### config.mk
export PLATFORM = sky130hd
export DESIGN_NAME = reg_file_scoreboard_flat
export DESIGN_NICKNAME = d
export VERILOG_FILES = /design/src/rtl/reg_file_scoreboard_pkg.sv /design/src/rtl/reg_file_scoreboard_if.sv /design/src/rtl/reg_file_scoreboard_reg_row.sv /design/src/rtl/reg_file_scoreboard.sv /design/src/flat_wrapper.sv
export SDC_FILE = /design/constraint.sdc
export NUM_CORES = 1
export LEC_CHECK = 0
export ABC_AREA = 1
export CORE_MARGIN = 3
export CORE_UTILIZATION = 45
export CTS_BUF_LIST = sky130_fd_sc_hd__clkbuf_2
export CTS_CLUSTER_DIAMETER = 50
export CTS_CLUSTER_SIZE = 30
export DETAILED_ROUTE_END_ITERATION = 10
export HOLD_SLACK_MARGIN = 0.05
export MAX_ROUTING_LAYER = met4
export PLACE_DENSITY = 0.71
export SLEW_MARGIN = 20
export SYNTH_ARGS = -nofsm -noshare
export SYNTH_HDL_FRONTEND = slang
export SYNTH_SLANG_ARGS = --single-unit
### constraint.sdc
create_clock -name clk -period 2.48 [get_ports clk]
set_input_delay 0.248 -clock clk [delete_from_list [all_inputs] [get_ports clk]]
set_output_delay 0.248 -clock clk [all_outputs]
set_load 0.01 [all_outputs]
### src/rtl/reg_file_scoreboard_pkg.sv
// rtl/reg_file_scoreboard_pkg.sv - shared constants and register-ID decode helper
// Purpose: geometry of the register file plus a 4-to-16 wordline decode.
// Ports: none (package).
package reg_file_scoreboard_pkg;

  localparam int NUM_REGS = 16;
  localparam int REG_ID_W = 4;
  localparam int DATA_W   = 16;
  localparam int CNT_W    = 2;
  localparam logic [CNT_W-1:0]    CNT_MAX  = {CNT_W{1'b1}};
  localparam logic [REG_ID_W-1:0] ZERO_REG = 4'd0;

  // Wordline decode of a register ID. Row 0 is hardwired zero, so its
  // wordline is dropped here: an ID of zero selects nothing.
  function automatic logic [NUM_REGS-1:1] decode_nonzero(input logic [REG_ID_W-1:0] id,
                                                        input logic                en);
    logic [NUM_REGS-1:1] sel;
    sel = '0;
    for (int i = 1; i < NUM_REGS; i++) begin
      sel[i] = en && (id == REG_ID_W'(i));
    end
    return sel;
  endfunction

endpackage

### src/rtl/reg_file_scoreboard_if.sv
// rtl/reg_file_scoreboard_if.sv - decode/writeback bus of the register file scoreboard
// Purpose: bundles read, writeback and issue signals.
// Ports (slave view): SrcReg1/2, WriteReg, DstReg, DstData, IssueValid, IssueDst in;
//                     SrcData1/2, IssueReady, Hazard, ScbErr out.
interface reg_file_scoreboard_if #(parameter int DATA_W = 16);
  import reg_file_scoreboard_pkg::REG_ID_W;

  logic [REG_ID_W-1:0] SrcReg1;
  logic [REG_ID_W-1:0] SrcReg2;
  logic [DATA_W-1:0]   SrcData1;
  logic [DATA_W-1:0]   SrcData2;
  logic                WriteReg;
  logic [REG_ID_W-1:0] DstReg;
  logic [DATA_W-1:0]   DstData;
  logic                IssueValid;
  logic [REG_ID_W-1:0] IssueDst;
  logic                IssueReady;
  logic                Hazard;
  logic                ScbErr;

  modport master (
    output SrcReg1, SrcReg2, WriteReg, DstReg, DstData, IssueValid, IssueDst,
    input  SrcData1, SrcData2, IssueReady, Hazard, ScbErr
  );

  modport slave (
    input  SrcReg1, SrcReg2, WriteReg, DstReg, DstData, IssueValid, IssueDst,
    output SrcData1, SrcData2, IssueReady, Hazard, ScbErr
  );
endinterface

### src/rtl/reg_file_scoreboard_reg_row.sv
// rtl/reg_file_scoreboard_reg_row.sv - one register plus its pending-write counter
// Purpose: storage row of the register file.
// Ports: clk, rst; i_wr_en/i_wr_data write the register; i_inc/i_dec move the
//        pending counter; o_data/o_pend expose the stored value and count.
module reg_file_scoreboard_reg_row #(
  parameter int DATA_W = 16,
  parameter int CNT_W  = 2
) (
  input  logic              clk,
  input  logic              rst,
  input  logic              i_wr_en,
  input  logic [DATA_W-1:0] i_wr_data,
  input  logic              i_inc,
  input  logic              i_dec,
  output logic [DATA_W-1:0] o_data,
  output logic [CNT_W-1:0]  o_pend
);

  logic [DATA_W-1:0] r_data;
  logic [CNT_W-1:0]  r_pend;

  always_ff @(posedge clk) begin
    if (rst) begin
      r_data <= '0;
      r_pend <= '0;
    end else begin
      if (i_wr_en) begin
        r_data <= i_wr_data;
      end
      // Saturation guards keep the counter from wrapping even if a caller
      // drives inc at max or dec at zero.
      if (i_inc && !i_dec && (r_pend != {CNT_W{1'b1}})) begin
        r_pend <= r_pend + CNT_W'(1);
      end else if (i_dec && !i_inc && (r_pend != '0)) begin
        r_pend <= r_pend - CNT_W'(1);
      end
    end
  end

  assign o_data = r_data;
  assign o_pend = r_pend;

endmodule

### src/rtl/reg_file_scoreboard.sv
// rtl/reg_file_scoreboard.sv - 16x16 register file with pending-write scoreboard
// Purpose: two combinational read ports with write-through bypass, one write
//          port, per-register outstanding-write counters, hazard and error flags.
// Ports: clk, rst (sync, active high); bus (slave modport) carries read, writeback
//        and issue signals.
module reg_file_scoreboard #(
  parameter int DATA_W = 16,
  parameter int CNT_W  = 2
) (
  input  logic                 clk,
  input  logic                 rst,
  reg_file_scoreboard_if.slave bus
);
  import reg_file_scoreboard_pkg::*;

  localparam logic [CNT_W-1:0] L_CNT_MAX = {CNT_W{1'b1}};

  logic [NUM_REGS-1:1] w_wr_sel;
  logic [NUM_REGS-1:1] w_rd1_sel;
  logic [NUM_REGS-1:1] w_rd2_sel;
  logic [NUM_REGS-1:1] w_iss_sel;
  logic [NUM_REGS-1:1] w_inc;
  logic [NUM_REGS-1:1] w_dec;
  logic [NUM_REGS-1:1] w_pend_nz;
  logic [DATA_W-1:0]   w_data [1:NUM_REGS-1];
  logic [CNT_W-1:0]    w_pend [1:NUM_REGS-1];
  logic [DATA_W-1:0]   w_rd1_mux;
  logic [DATA_W-1:0]   w_rd2_mux;
  logic [CNT_W-1:0]    w_pend_src1;
  logic [CNT_W-1:0]    w_pend_src2;
  logic [CNT_W-1:0]    w_pend_dst;
  logic [CNT_W-1:0]    w_pend_iss;
  logic                w_byp1;
  logic                w_byp2;
  logic                w_haz1;
  logic                w_haz2;
  logic                w_issue_ready;
  logic                r_scb_err;

  // Row 0 has no storage: its wordlines are never decoded, so reads of R0
  // fall out of the one-hot mux as zero and writes/issues to R0 touch nothing.
  assign w_wr_sel  = decode_nonzero(bus.DstReg, bus.WriteReg);
  assign w_rd1_sel = decode_nonzero(bus.SrcReg1, 1'b1);
  assign w_rd2_sel = decode_nonzero(bus.SrcReg2, 1'b1);
  assign w_iss_sel = decode_nonzero(bus.IssueDst, bus.IssueValid);

  always_comb begin
    w_rd1_mux   = '0;
    w_rd2_mux   = '0;
    w_pend_src1 = '0;
    w_pend_src2 = '0;
    w_pend_dst  = '0;
    w_pend_iss  = '0;
    w_pend_nz   = '0;
    for (int r = 1; r < NUM_REGS; r++) begin
      w_rd1_mux   = w_rd1_mux   | (w_data[r] & {DATA_W{w_rd1_sel[r]}});
      w_rd2_mux   = w_rd2_mux   | (w_data[r] & {DATA_W{w_rd2_sel[r]}});
      w_pend_src1 = w_pend_src1 | (w_pend[r] & {CNT_W{w_rd1_sel[r]}});
      w_pend_src2 = w_pend_src2 | (w_pend[r] & {CNT_W{w_rd2_sel[r]}});
      w_pend_dst  = w_pend_dst  | (w_pend[r] & {CNT_W{w_wr_sel[r]}});
      w_pend_iss  = w_pend_iss  | (w_pend[r] & {CNT_W{w_iss_sel[r]}});
      w_pend_nz[r] = |w_pend[r];
    end
  end

  // A saturated destination can still accept an issue when a writeback to the
  // same register retires one slot in the same cycle (net count unchanged).
  assign w_issue_ready = !((|w_iss_sel) && (w_pend_iss == L_CNT_MAX) &&
                           !(bus.WriteReg && (bus.DstReg == bus.IssueDst)));

  assign w_inc = w_iss_sel & {(NUM_REGS-1){w_issue_ready}};
  assign w_dec = w_wr_sel & w_pend_nz;

  for (genvar r = 1; r < NUM_REGS; r++) begin : g_row
    reg_file_scoreboard_reg_row #(
      .DATA_W (DATA_W),
      .CNT_W  (CNT_W)
    ) u_row (
      .clk       (clk),
      .rst       (rst),
      .i_wr_en   (w_wr_sel[r]),
      .i_wr_data (bus.DstData),
      .i_inc     (w_inc[r]),
      .i_dec     (w_dec[r]),
      .o_data    (w_data[r]),
      .o_pend    (w_pend[r])
    );
  end

  // Bypass only for nonzero sources; R0 must stay zero even if written.
  assign w_byp1 = (|w_rd1_sel) && bus.WriteReg && (bus.DstReg == bus.SrcReg1);
  assign w_byp2 = (|w_rd2_sel) && bus.WriteReg && (bus.DstReg == bus.SrcReg2);

  assign bus.SrcData1 = w_byp1 ? bus.DstData : w_rd1_mux;
  assign bus.SrcData2 = w_byp2 ? bus.DstData : w_rd2_mux;

  // Outstanding count minus a retiring write: hazard unless the only pending
  // write is the one being bypassed right now.
  assign w_haz1 = (w_pend_src1 != '0) && !(w_byp1 && (w_pend_src1 == CNT_W'(1)));
  assign w_haz2 = (w_pend_src2 != '0) && !(w_byp2 && (w_pend_src2 == CNT_W'(1)));

  assign bus.Hazard     = w_haz1 || w_haz2;
  assign bus.IssueReady = w_issue_ready;

  always_ff @(posedge clk) begin
    if (rst) begin
      r_scb_err <= 1'b0;
    end else if ((|w_wr_sel) && (w_pend_dst == '0)) begin
      r_scb_err <= 1'b1;
    end
  end

  assign bus.ScbErr = r_scb_err;

endmodule
### src/flat_wrapper.sv
// flat-port wrapper written by rule: the top's interface ports become plain ports
module reg_file_scoreboard_flat import reg_file_scoreboard_pkg::*;
#(
  parameter int DATA_W = 16,
  parameter int CNT_W  = 2
)
  (clk, rst, bus_SrcReg1, bus_SrcReg2, bus_WriteReg, bus_DstReg, bus_DstData, bus_IssueValid, bus_IssueDst, bus_SrcData1, bus_SrcData2, bus_IssueReady, bus_Hazard, bus_ScbErr);
  reg_file_scoreboard_if #(.DATA_W(DATA_W)) bus_i ();
  input  logic clk;
  input  logic rst;
  input wire logic [$bits(bus_i.SrcReg1)-1:0] bus_SrcReg1;
  input wire logic [$bits(bus_i.SrcReg2)-1:0] bus_SrcReg2;
  input wire logic [$bits(bus_i.WriteReg)-1:0] bus_WriteReg;
  input wire logic [$bits(bus_i.DstReg)-1:0] bus_DstReg;
  input wire logic [$bits(bus_i.DstData)-1:0] bus_DstData;
  input wire logic [$bits(bus_i.IssueValid)-1:0] bus_IssueValid;
  input wire logic [$bits(bus_i.IssueDst)-1:0] bus_IssueDst;
  output wire logic [$bits(bus_i.SrcData1)-1:0] bus_SrcData1;
  output wire logic [$bits(bus_i.SrcData2)-1:0] bus_SrcData2;
  output wire logic [$bits(bus_i.IssueReady)-1:0] bus_IssueReady;
  output wire logic [$bits(bus_i.Hazard)-1:0] bus_Hazard;
  output wire logic [$bits(bus_i.ScbErr)-1:0] bus_ScbErr;
  assign bus_i.SrcReg1 = bus_SrcReg1;
  assign bus_i.SrcReg2 = bus_SrcReg2;
  assign bus_i.WriteReg = bus_WriteReg;
  assign bus_i.DstReg = bus_DstReg;
  assign bus_i.DstData = bus_DstData;
  assign bus_i.IssueValid = bus_IssueValid;
  assign bus_i.IssueDst = bus_IssueDst;
  assign bus_SrcData1 = bus_i.SrcData1;
  assign bus_SrcData2 = bus_i.SrcData2;
  assign bus_IssueReady = bus_i.IssueReady;
  assign bus_Hazard = bus_i.Hazard;
  assign bus_ScbErr = bus_i.ScbErr;
  reg_file_scoreboard #(.DATA_W(DATA_W), .CNT_W(CNT_W)) u_core (.clk(clk), .rst(rst), .bus(bus_i));
endmodule
==> impl_metrics.ini <==
[run_status]
outcome = finished, violations left
violations = setup timing

[global_routing]
grt_max_degree = 60
grt-ovfl-total = 0
grt_pass1_wl_um = 106300
grt_pass1_vias = 16950
antenna_found_initial = 1
grtUsageTotal = 0.4262

[min_path]
min_path_type = primary input to flip-flop

[routing]
drt_first_pass_iters = 6
via_count = 18300
ant_nets = 0
drt_iter0_drc = 2606
viasPerCell = 6.164
wire_per_inst_um = 24.58
route.detailed.drc = 0
drt_wl_total_um = 72970

[logic_synthesis]
synth_fp_nets = 2244
synth-seq-cells = 271
avgSynthCellArea_um2 = 6.532
yosys_most_used_dff = dfxtp_1
syn_area_um2 = 14420
syn-instance-count = 2208
ys_seq_area_frac = 0.3762
synth.distinct_cells = 39
async_flop_share = 0
yosysWarnings = 0
synth_edf_count = 0

[floorplan]
pin_count = 71
die_x_um = 185.0
initial_utilization = 0.4642
die-height_um = 185.0
core.rowCount = 64
core_um2 = 31070
dieArea_um2 = 34230

[cells_and_area]
drive_gt1_frac = 0.3228
n_fill_cell = 2854
synthToLayoutAreaGrowth_pct = 36.01
fin_cells = 2969
multi_input_area_um2 = 8224
final_area_um2 = 19620
fin_nets = 2583
seq_area_um2 = 5584

[setup_path]
worstPathRequired_ps = 2230
worstSetupStartpointType = flip-flop
cp.arrival_ps = 2390
worstSetupEndpointType = primary output
critical_path_class = flip-flop to primary output
cp_max_fo = 5

[sta]
max_freq_ghz = 0.3788
period_minus_slack_ps = 2640
layout_setup_ws_ps = -159.8
hold_viol = 0
setup_viol = 14
max_slew.worst_pin.slew_ps = 625.7
fin_worst_skew_ps = 56.72
worst_slew_margin_rel = 0.5829
slew_violations = 0
rsz0062_at_grt = true
hold_ws_ps = 133.7
min_period_over_period = 1.064

[power_and_ir_drop]
power.total_w = 0.008755
powerDensity_nw_per_um2 = 446.3
share_seq_of_total_power = 0.517
p_leak_nw = 8.158
intPower_w = 0.005785
power_frac_clock = 0.333
switching_share = 0.3392
combPwrFrac = 0.150
peakVddDrop_mv = 0.4604
switchingPower_w = 0.002970

[clock_tree]
cts_tree = done
clock_path_buffers = 3
cts_sinks = 271
cts_max_level = 1
cts_buffers = 31
clock_latency_ps = 1050
cts_root_buffer = clkbuf_2
clk_pin_slew_ps = 290

[placed_design]
numPortBuffers = 70
dp.cells = 2855
dp_hpwl_um = 52390
dpl_cell_area_um2 = 17740
globalplace.congestion = 1.120

[run]
cap_violations = 0
[Yosys cell counts (2+ instances only)]
| cell type | instances | area, µm² |
|---|---|---|
| dfxtp_1 | 271 | 5425 |
| a31oi_1 | 6 | 37.54 |
| nor4_1 | 9 | 56.30 |
| o211ai_1 | 5 | 37.54 |
| o22ai_1 | 146 | 913.4 |
| clkinv_1 | 3 | 11.26 |
| a41oi_1 | 2 | 17.52 |
| nand3_2 | 2 | 20.02 |
| clkbuf_1 | 112 | 420.4 |
| buf_4 | 2 | 15.01 |
| o21bai_1 | 2 | 15.01 |
| buf_2 | 13 | 65.06 |
| a22o_1 | 3 | 26.28 |
| o22a_1 | 6 | 52.55 |
| nand3_1 | 63 | 315.3 |
| a21boi_1 | 9 | 67.56 |
| o21ai_0 | 283 | 1416 |
| nor2_2 | 6 | 37.54 |
| nor3_1 | 29 | 145.1 |
| a211oi_1 | 23 | 172.7 |
| o2111ai_1 | 11 | 96.34 |
| a221oi_1 | 24 | 210.2 |
| a21oi_1 | 251 | 1256 |
| nand4_1 | 20 | 125.1 |
| buf_1 | 3 | 11.26 |
| nor2_1 | 309 | 1160 |
| inv_2 | 4 | 15.01 |
| a21boi_0 | 6 | 45.04 |
| inv_1 | 284 | 1066 |
| xor2_1 | 2 | 17.52 |
| nand2_1 | 291 | 1092 |
[worst paths after layout]
kind / start / to / slack [ps] / cells past startpoint
setup / recovery: u_core.g_row[1].u_row.o_pend[1] / bus_Hazard / -160 / 7
hold / removal: bus_DstData[8] / u_core.g_row[5].u_row.o_data[8] / 130 / 4
setup reg to reg: u_core.g_row[4].u_row.o_pend[0] / u_core.g_row[4].u_row.o_pend[1] / 550 / 14
hold reg to reg: u_core.g_row[9].u_row.o_data[0] / u_core.g_row[9].u_row.o_data[0] / 480 / 2
[stage by stage]
stage	TNS [ps]	worst slack, ps	utilization
after global routing	-3029	-208.7	0.6313
after floorplan	0	773.6	-
after CTS	-1821	-175.8	0.6135
after detailed placement	-18710	-652.4	0.5710
after global placement	-18790	-631.1	0.5710
final	-650.5	-159.8	0.6314
[metal layers]
| layer | global-route usage | vias to the layer above | wire length, µm |
|---|---|---|---|
| li1 | - | 8190 | - |
| met1 | 0.5409 | 8387 | 28140 |
| met2 | 0.6405 | 1334 | 31070 |
| met3 | 0.07659 | 390 | 8278 |
| met4 | 0.2401 | 0 | 5478 |
| met5 | - | - | 0 |
[final cells by class]
class	instances	share of cell area
multi-input combinational	1515	0.4193
sequential	271	0.2847
timing repair buffer	437	0.1878
inverter	291	0.05798
tap	396	0.02526
clock inverter	25	0.01658
clock buffer	32	0.008164
antenna	2	0.0002551
[power by group through the flow]
stage	sequential, W	clock [W]	combinational, W
finish	0.00452	0.00291	0.00132
global route	0.00453	0.00310	0.00139
CTS	0.00452	0.00293	0.00124
detailed placement	0.00459	0	0.00119
global placement	0.00459	0	0.00118
floorplan	0.00458	0	0.000522
[flip-flops by register name, indices dropped and copies added (netlist names)]
register,flops
u_core.bus.ScbErr,1
u_core.g_row.u_row.o_pend,30
u_core.g_row.u_row.o_data,240
[placed cells by master (no fill, tap or decap), types with 6 or more instances in the layout]
master and count:
nor3_1 24, a211oi_2 21, o22ai_1 109, nand3_1 58, inv_12 6, dfxtp_1 162
buf_2 27, o2111ai_1 8, inv_2 100, a21boi_1 9, a21boi_0 6, inv_6 8
o21ai_0 269, inv_4 16, buf_12 23, dfxtp_4 9, o22ai_2 31, nor2_2 24
buf_6 16, dlygate4sd3_1 12, a21oi_1 249, buf_4 321, o22a_1 6, nand4_1 20
nand2_2 18, clkbuf_2 33, dfxtp_2 100, o22ai_4 6, a221oi_2 18, nor2_1 285
nand3_2 7, nor2_4 6, o21ai_1 10, nand2_1 271, clkdlybuf4s50_1 29, inv_1 172
[timing repair]
| item | in CTS | in global routing |
|---|---|---|
| pin swaps | 101 | 117 |
| setup endpoints to repair | 34 | 34 |
| setup buffers | 29 | 15 |
| gates resized for setup | 416 | 174 |
| hold buffers | 12 | 0 |
| hold endpoints to repair | 53 | 0 |
[critical path, stage by stage, from the launching register on]
cell,delay [ps]
dfxtp_1,440
nand2_1,100
o2111ai_1,100
nor3_1,230
nand2_1,80
nor2_1,130
nand3_2,120
buf_6,140
[logic make-up after synthesis]
family | synth area share
compound gates | 0.3032
simple gates | 0.2073
xor+xnor | 0.001822
buf+inv | 0.1116
flops | 0.3762
Note: power is estimated with default switching activity, not from simulation.
